$ cat config.mk
export PLATFORM = sky130hd
export DESIGN_NAME = ce_div
export DESIGN_NICKNAME = d
export VERILOG_FILES = /design/src/rtl/ce_div.sv
export SDC_FILE = /design/constraint.sdc
export NUM_CORES = 1
export LEC_CHECK = 0
export ABC_AREA = 1
export BUFFER_PORTS_ARGS = -buffer_cell sky130_fd_sc_hd__buf_2
export CAP_MARGIN = 20
export CORE_ASPECT_RATIO = 1.2
export CORE_MARGIN = 3
export CORE_UTILIZATION = 65
export CTS_CLUSTER_SIZE = 30
export DETAILED_ROUTE_END_ITERATION = 10
export GPL_ROUTABILITY_DRIVEN = 0
export GPL_TIMING_DRIVEN = 0
export MAX_ROUTING_LAYER = met4
export PLACE_DENSITY_LB_ADDON = 0.1
export SETUP_SLACK_MARGIN = 0.3
export SLEW_MARGIN = 20
export SYNTH_ARGS = -nofsm -noshare
export SYNTH_HDL_FRONTEND = slang
export SYNTH_SLANG_ARGS = --single-unit
$ cat constraint.sdc
create_clock -name CLK -period 4.55 [get_ports CLK]
set_clock_uncertainty 0.15 [all_clocks]
set_input_delay 0.91 -clock CLK [delete_from_list [all_inputs] [get_ports CLK]]
set_output_delay 0.91 -clock CLK [all_outputs]
set_load 0.005 [all_outputs]
$ cat src/rtl/ce_div.sv
// Iterative radix-2 restoring divider for the HI/LO path (DIV/DIVU).
// Quotient goes to LO, remainder to HI; a registered halt holds back HI/LO readers while busy.
module ce_div #(
   parameter int unsigned WIDTH    = 32,
   parameter int unsigned HALT_DRV = 4
) (
   input  logic                CLK,
   input  logic                RESET_D1_R_N,
   input  logic                CEI_CEHOLD,
   input  logic                CEI_XCPN_M,
   input  logic                DIV_START_S,
   input  logic                HL_READ_S,
   input  logic                DIV_START_E_R,
   input  logic                DIV_SIGNED_E_R,
   input  logic [WIDTH-1:0]    CEI_AOP_E_R,
   input  logic [WIDTH-1:0]    CEI_BOP_E_R,
   output logic                DIV_BUSY,
   output logic [HALT_DRV-1:0] DIV_HALT_E_R_C,
   output logic                DIV_HI_WR,
   output logic                DIV_LO_WR,
   output logic [WIDTH-1:0]    DIV_HI_RES,
   output logic [WIDTH-1:0]    DIV_LO_RES
);

   localparam int unsigned CntW = (WIDTH > 1) ? $clog2(WIDTH) : 1;

   typedef enum logic [2:0] {StIdle, StArm, StRun, StFix, StDone} state_e;

   state_e           state_q, state_d;
   logic [CntW-1:0]  cnt_q, cnt_d;
   logic [WIDTH-1:0] rem_q, rem_d;
   logic [WIDTH-1:0] quo_q, quo_d;
   logic [WIDTH-1:0] dvs_q, dvs_d;
   logic             sign_a_q, sign_a_d;
   logic             sign_x_q, sign_x_d;
   logic             halt_q, halt_d;

   logic             accept, load;
   logic             a_neg, b_neg;
   logic [WIDTH-1:0] a_abs, b_abs;
   logic [WIDTH:0]   rem_sh, trial;

   assign accept = DIV_START_E_R & ~CEI_CEHOLD & ~halt_q & ~CEI_XCPN_M;
   assign load   = accept & ((state_q == StIdle) | (state_q == StDone));

   assign a_neg = DIV_SIGNED_E_R & CEI_AOP_E_R[WIDTH-1];
   assign b_neg = DIV_SIGNED_E_R & CEI_BOP_E_R[WIDTH-1];
   assign a_abs = a_neg ? -CEI_AOP_E_R : CEI_AOP_E_R;
   assign b_abs = b_neg ? -CEI_BOP_E_R : CEI_BOP_E_R;

   // One restoring step: shift {rem,quo} left and trial-subtract the divisor.
   assign rem_sh = {rem_q, quo_q[WIDTH-1]};
   assign trial  = rem_sh - {1'b0, dvs_q};

   always_ff @(posedge CLK or negedge RESET_D1_R_N) begin
      if (!RESET_D1_R_N) begin
         state_q <= StIdle;
      end else begin
         state_q <= state_d;
      end
   end

   always_comb begin
      state_d = state_q;
      unique case (state_q)
         StIdle: if (accept) state_d = StArm;
         StArm: begin
            if (CEI_XCPN_M) begin
               state_d = StIdle;
            end else if (dvs_q == '0) begin
               state_d = StFix;
            end else begin
               state_d = StRun;
            end
         end
         StRun:  if (cnt_q == '0) state_d = StFix;
         StFix:  state_d = StDone;
         StDone: state_d = accept ? StArm : StIdle;
         default: state_d = StIdle;
      endcase
   end

   always_comb begin
      DIV_BUSY       = (state_q == StArm) | (state_q == StRun) | (state_q == StFix);
      DIV_HI_WR      = (state_q == StDone);
      DIV_LO_WR      = (state_q == StDone);
      DIV_HI_RES     = rem_q;
      DIV_LO_RES     = quo_q;
      DIV_HALT_E_R_C = {HALT_DRV{halt_q}};
   end

   // Halt also covers the DONE cycle so a stalled MFHI/MFLO reads the freshly written HI/LO.
   assign halt_d = (HL_READ_S | DIV_START_S) & (state_d != StIdle) & ~CEI_XCPN_M;

   always_comb begin
      cnt_d    = cnt_q;
      rem_d    = rem_q;
      quo_d    = quo_q;
      dvs_d    = dvs_q;
      sign_a_d = sign_a_q;
      sign_x_d = sign_x_q;
      if (load) begin
         rem_d    = '0;
         quo_d    = a_abs;
         dvs_d    = b_abs;
         sign_a_d = a_neg;
         sign_x_d = a_neg ^ b_neg;
      end else begin
         unique case (state_q)
            StArm: cnt_d = CntW'(WIDTH - 1);
            StRun: begin
               rem_d = trial[WIDTH] ? rem_sh[WIDTH-1:0] : trial[WIDTH-1:0];
               quo_d = {quo_q[WIDTH-2:0], ~trial[WIDTH]};
               if (cnt_q != '0) cnt_d = cnt_q - 1'b1;
            end
            StFix: begin
               // Divide by zero: quo_q still holds |A|, so re-signing it restores the dividend.
               if (dvs_q == '0) begin
                  quo_d = '1;
                  rem_d = sign_a_q ? -quo_q : quo_q;
               end else begin
                  quo_d = sign_x_q ? -quo_q : quo_q;
                  rem_d = sign_a_q ? -rem_q : rem_q;
               end
            end
            default: ;
         endcase
      end
   end

   always_ff @(posedge CLK or negedge RESET_D1_R_N) begin
      if (!RESET_D1_R_N) begin
         cnt_q    <= '0;
         rem_q    <= '0;
         quo_q    <= '0;
         dvs_q    <= '0;
         sign_a_q <= 1'b0;
         sign_x_q <= 1'b0;
         halt_q   <= 1'b0;
      end else begin
         cnt_q    <= cnt_d;
         rem_q    <= rem_d;
         quo_q    <= quo_d;
         dvs_q    <= dvs_d;
         sign_a_q <= sign_a_d;
         sign_x_q <= sign_x_d;
         halt_q   <= halt_d;
      end
   end

endmodule
==> summary.txt <==
Status
  • Status: completed

Critical path
  • WP data arrival: 3.30 ns
  • Critical Path Max Stage Delay: 0.48 ns
  • Buf+Inv Stages, Crit Path: 3
  • Cells along the critical path: inv_1 > ha_1 > fa_1 > inv_1 > nand2_1 > nand2_1 > nand3_1 > nand2_2 > nand2_1 > nand2_2 > nand2_2 > nand2_2 > nand2_1 > nand2_2 > buf_6 > nor2_1 > o21ai_1 > nand2_1
  • Crit-path max FO: 10
  • Critical path class: reg2reg
  • Req. time, crit path: 4.64 ns
  • Startpoint class of the critical path: flop
  • Cell family with the largest share of critical-path delay: simple AND/OR/NAND/NOR gates
  • Crit. End Element: flop
  • Cell with the largest stage delay on the worst path: dfrtp_1

Global routing
  • Largest net degree at the start of global routing: 64
  • First-pass GRT wire length: 66.3 mm
  • Total GRT Usage: 0.435
  • Antenna violations before repair: 0
  • GRT overflow: 0
  • Vias in the first global route: 13.3k

Synth
  • Register area share after synthesis: 0.228
  • Post-synth EDFFs: 0
  • Mapped Avg Cell Area: 5.77 um2
  • Post-synth top flop: dfrtp_1
  • Async SR Flop Fraction: 1.00
  • Ys Warns: 0
  • Top cells by area, synth: dfrtp_1 (23%), nand2_1 (20%), nand3_1 (8.6%)
  • Most frequent cell after synthesis: nand2_1
  • Top cell type's share of synthesized area: 0.228
  • Synthesized flop and latch total: 107
  • Synth Instances: 2036
  • Mapped Area: 11800 um2
  • Top post-synthesis cells by count: nand2_1 (633), inv_1 (255), nor2_1 (253), nand3_1 (203), o21ai_0 (111)
  • Synthesized netlist net count: 2147
  • Biggest area consumer among synthesized cells: dfrtp_1
  • Netlist cell types: 46

Timing
  • Slew HR: 0.276
  • RSZ-0062 raised after global routing: no
  • Tightest Pin Transition: 1.09 ns
  • Final setup viols: 0
  • Hold slack: 0.301 ns
  • Fin. Hold Viols: 0
  • Final setup margin: 1.33 ns
  • Post-Route Setup TNS: 0 ns
  • Peak Freq: 311 MHz
  • Final Slew Violations: 0
  • Period utilization: 0.708
  • Period minus WS final: 3.22 ns

Power
  • Worst vdd ir: 0.000350 V
  • Pwr Total: 9670 uW
  • Lkg Pwr: 0.00704 uW
  • PwrDens: 737 nW/um2

Cells and area
  • Layout cell share with drive strength beyond 1: 0.115
  • Nets: 2301
  • Area grow syn2layout: 11.5%
  • N_diodes: 0

Clocking
  • H-tree depth: 3
  • Clk buf depth: 2
  • Worst-Skew Late Latency: 0.37 ns
  • # hold bufs at CTS: 0
  • Worst-path clk slew: 0.08 ns
  • TritonCTS clock tree: built
  • Total CTS buffers: 9
  • Setup bufs post-CTS: 0
  • Post-cts sizing count: 0
  • Clk sinks: 107
  • Root buffer selected by CTS: clkbuf_16

Route
  • Vias/cell: 6.00
  • ANT nets after route: 0
  • Starting DRT DRC Count: 1757
  • Vias after detailed routing: 14.5k
  • WL final: 42.6 mm
  • Iteration count of the initial detailed-routing pass: 7
  • Wirelength per Cell: 17.6 um
  • Residual DRC: 0

Floorplanning
  • Die width: 129 um
  • Die area: 19700 um2
  • Die Ht: 153 um
  • Initial Util: 0.667
  • Top Ports: 143
  • Core outline area: 17600 um2
  • Number of placement rows: 53

Job
  • Max Cap Viol: 0

Place
  • Dpl ws: 1.37 ns
  • Port Buf Inserts: 142
  • Final HPWL DP: 33.7 mm

Min path
  • Hold Path Class: in2async
cells by family after synthesis:
logic type | synth area share
AO/OA/AOI/OAI | 0.132
XOR/XNOR | 0.0484
adder cells (fa/ha/maj) | 0.0421
buffers and inverters | 0.117
flip-flops | 0.228
AND/OR/NAND/NOR | 0.433
placed cells by master (no fill, tap or decap), types with 3 or more instances in the layout:
master     instances
nor2_1           253
nor3_2             4
buf_4              8
nand2_2           10
buf_6              6
a21o_1             3
xor2_1            43
o221ai_1           4
nand4_1           27
o21ai_1           15
o21bai_1           4
nand2_1          633
clkinv_8           3
inv_1            255
a22oi_1            4
buf_2            162
o31ai_1            3
a31oi_1           17
nor2_2             7
xnor2_1           22
o211ai_1          18
ha_1              38
nand3b_1          15
inv_2             20
nand3_1          203
clkbuf_16          9
o22ai_1            5
clkbuf_1          28
o21ai_0          111
or2_2              9
buf_1              4
nor3_1            32
a21oi_1           89
dfrtp_1          107
worst paths after layout:
check,from,endpoint,slack (ns),cells after the start
setup / recovery,DIV_LO_RES[31],DIV_HI_RES[10],1.33,18
hold / removal,RESET_D1_R_N,DIV_HI_RES[8],0.30,1
setup reg to reg,DIV_LO_RES[31],DIV_HI_RES[10],1.33,18
hold reg to reg,cnt_q[4],cnt_q[4],0.34,2
max in group asynchronous,RESET_D1_R_N,dvs_q[5],3.26,2
min in group CLK,cnt_q[4],cnt_q[4],0.34,2
stage by stage:
| step | cell area (um2) | util | std cells |
|---|---|---|---|
| 4_1_cts | 13100 | 0.743 | 2415 |
| 6_report | 13100 | 0.743 | 2415 |
| 2_1_floorplan | 11800 | - | 2036 |
| 3_3_place_gp | 12700 | 0.722 | 2398 |
| 3_5_place_dp | 12800 | 0.724 | 2399 |
| 5_1_grt | 13100 | 0.743 | 2415 |
final cells by class:
cell class                 count  area (um2)
inverter                     275        1030
buffer                        66         342
clock buffer                   9         225
clock inverter                 7         106
timing repair buffer         143         744
tap                          220         275
multi-input combinational   1588        7710
fill                        1570        4530
sequential                   107        2680
sequential cells by signal (all words and copies together), names as in the netlist:
register,count
DIV_LO_RES,32
state_q,3
sign_x_q,1
dvs_q,32
halt_q,1
sign_a_q,1
DIV_HI_RES,32
cnt_q,5
report_power, final:
group	internal (uW)	switching [uW]
Clock	448	421
Combinational	2310	4420
Sequential	1380	693
Total	4130	5530
per-layer routing:
metal  up-vias  routed length, um  global-route usage
met4         0               4020               0.328
met5         -                  0                   -
met3       294               4270              0.0849
li1       6839                  -                   -
met1      6410              14900               0.484
met2       939              19400               0.680
worst register-to-register path: cells and delay by family (launching register included):
kind                     cells  cell delay [ns]
buffers and inverters        3             0.40
AO/OA/AOI/OAI                1             0.18
flip-flops                   1             0.48
AND/OR/NAND/NOR             12             1.17
adder cells (fa/ha/maj)      2             0.72
(Power assumes the default switching activity.)
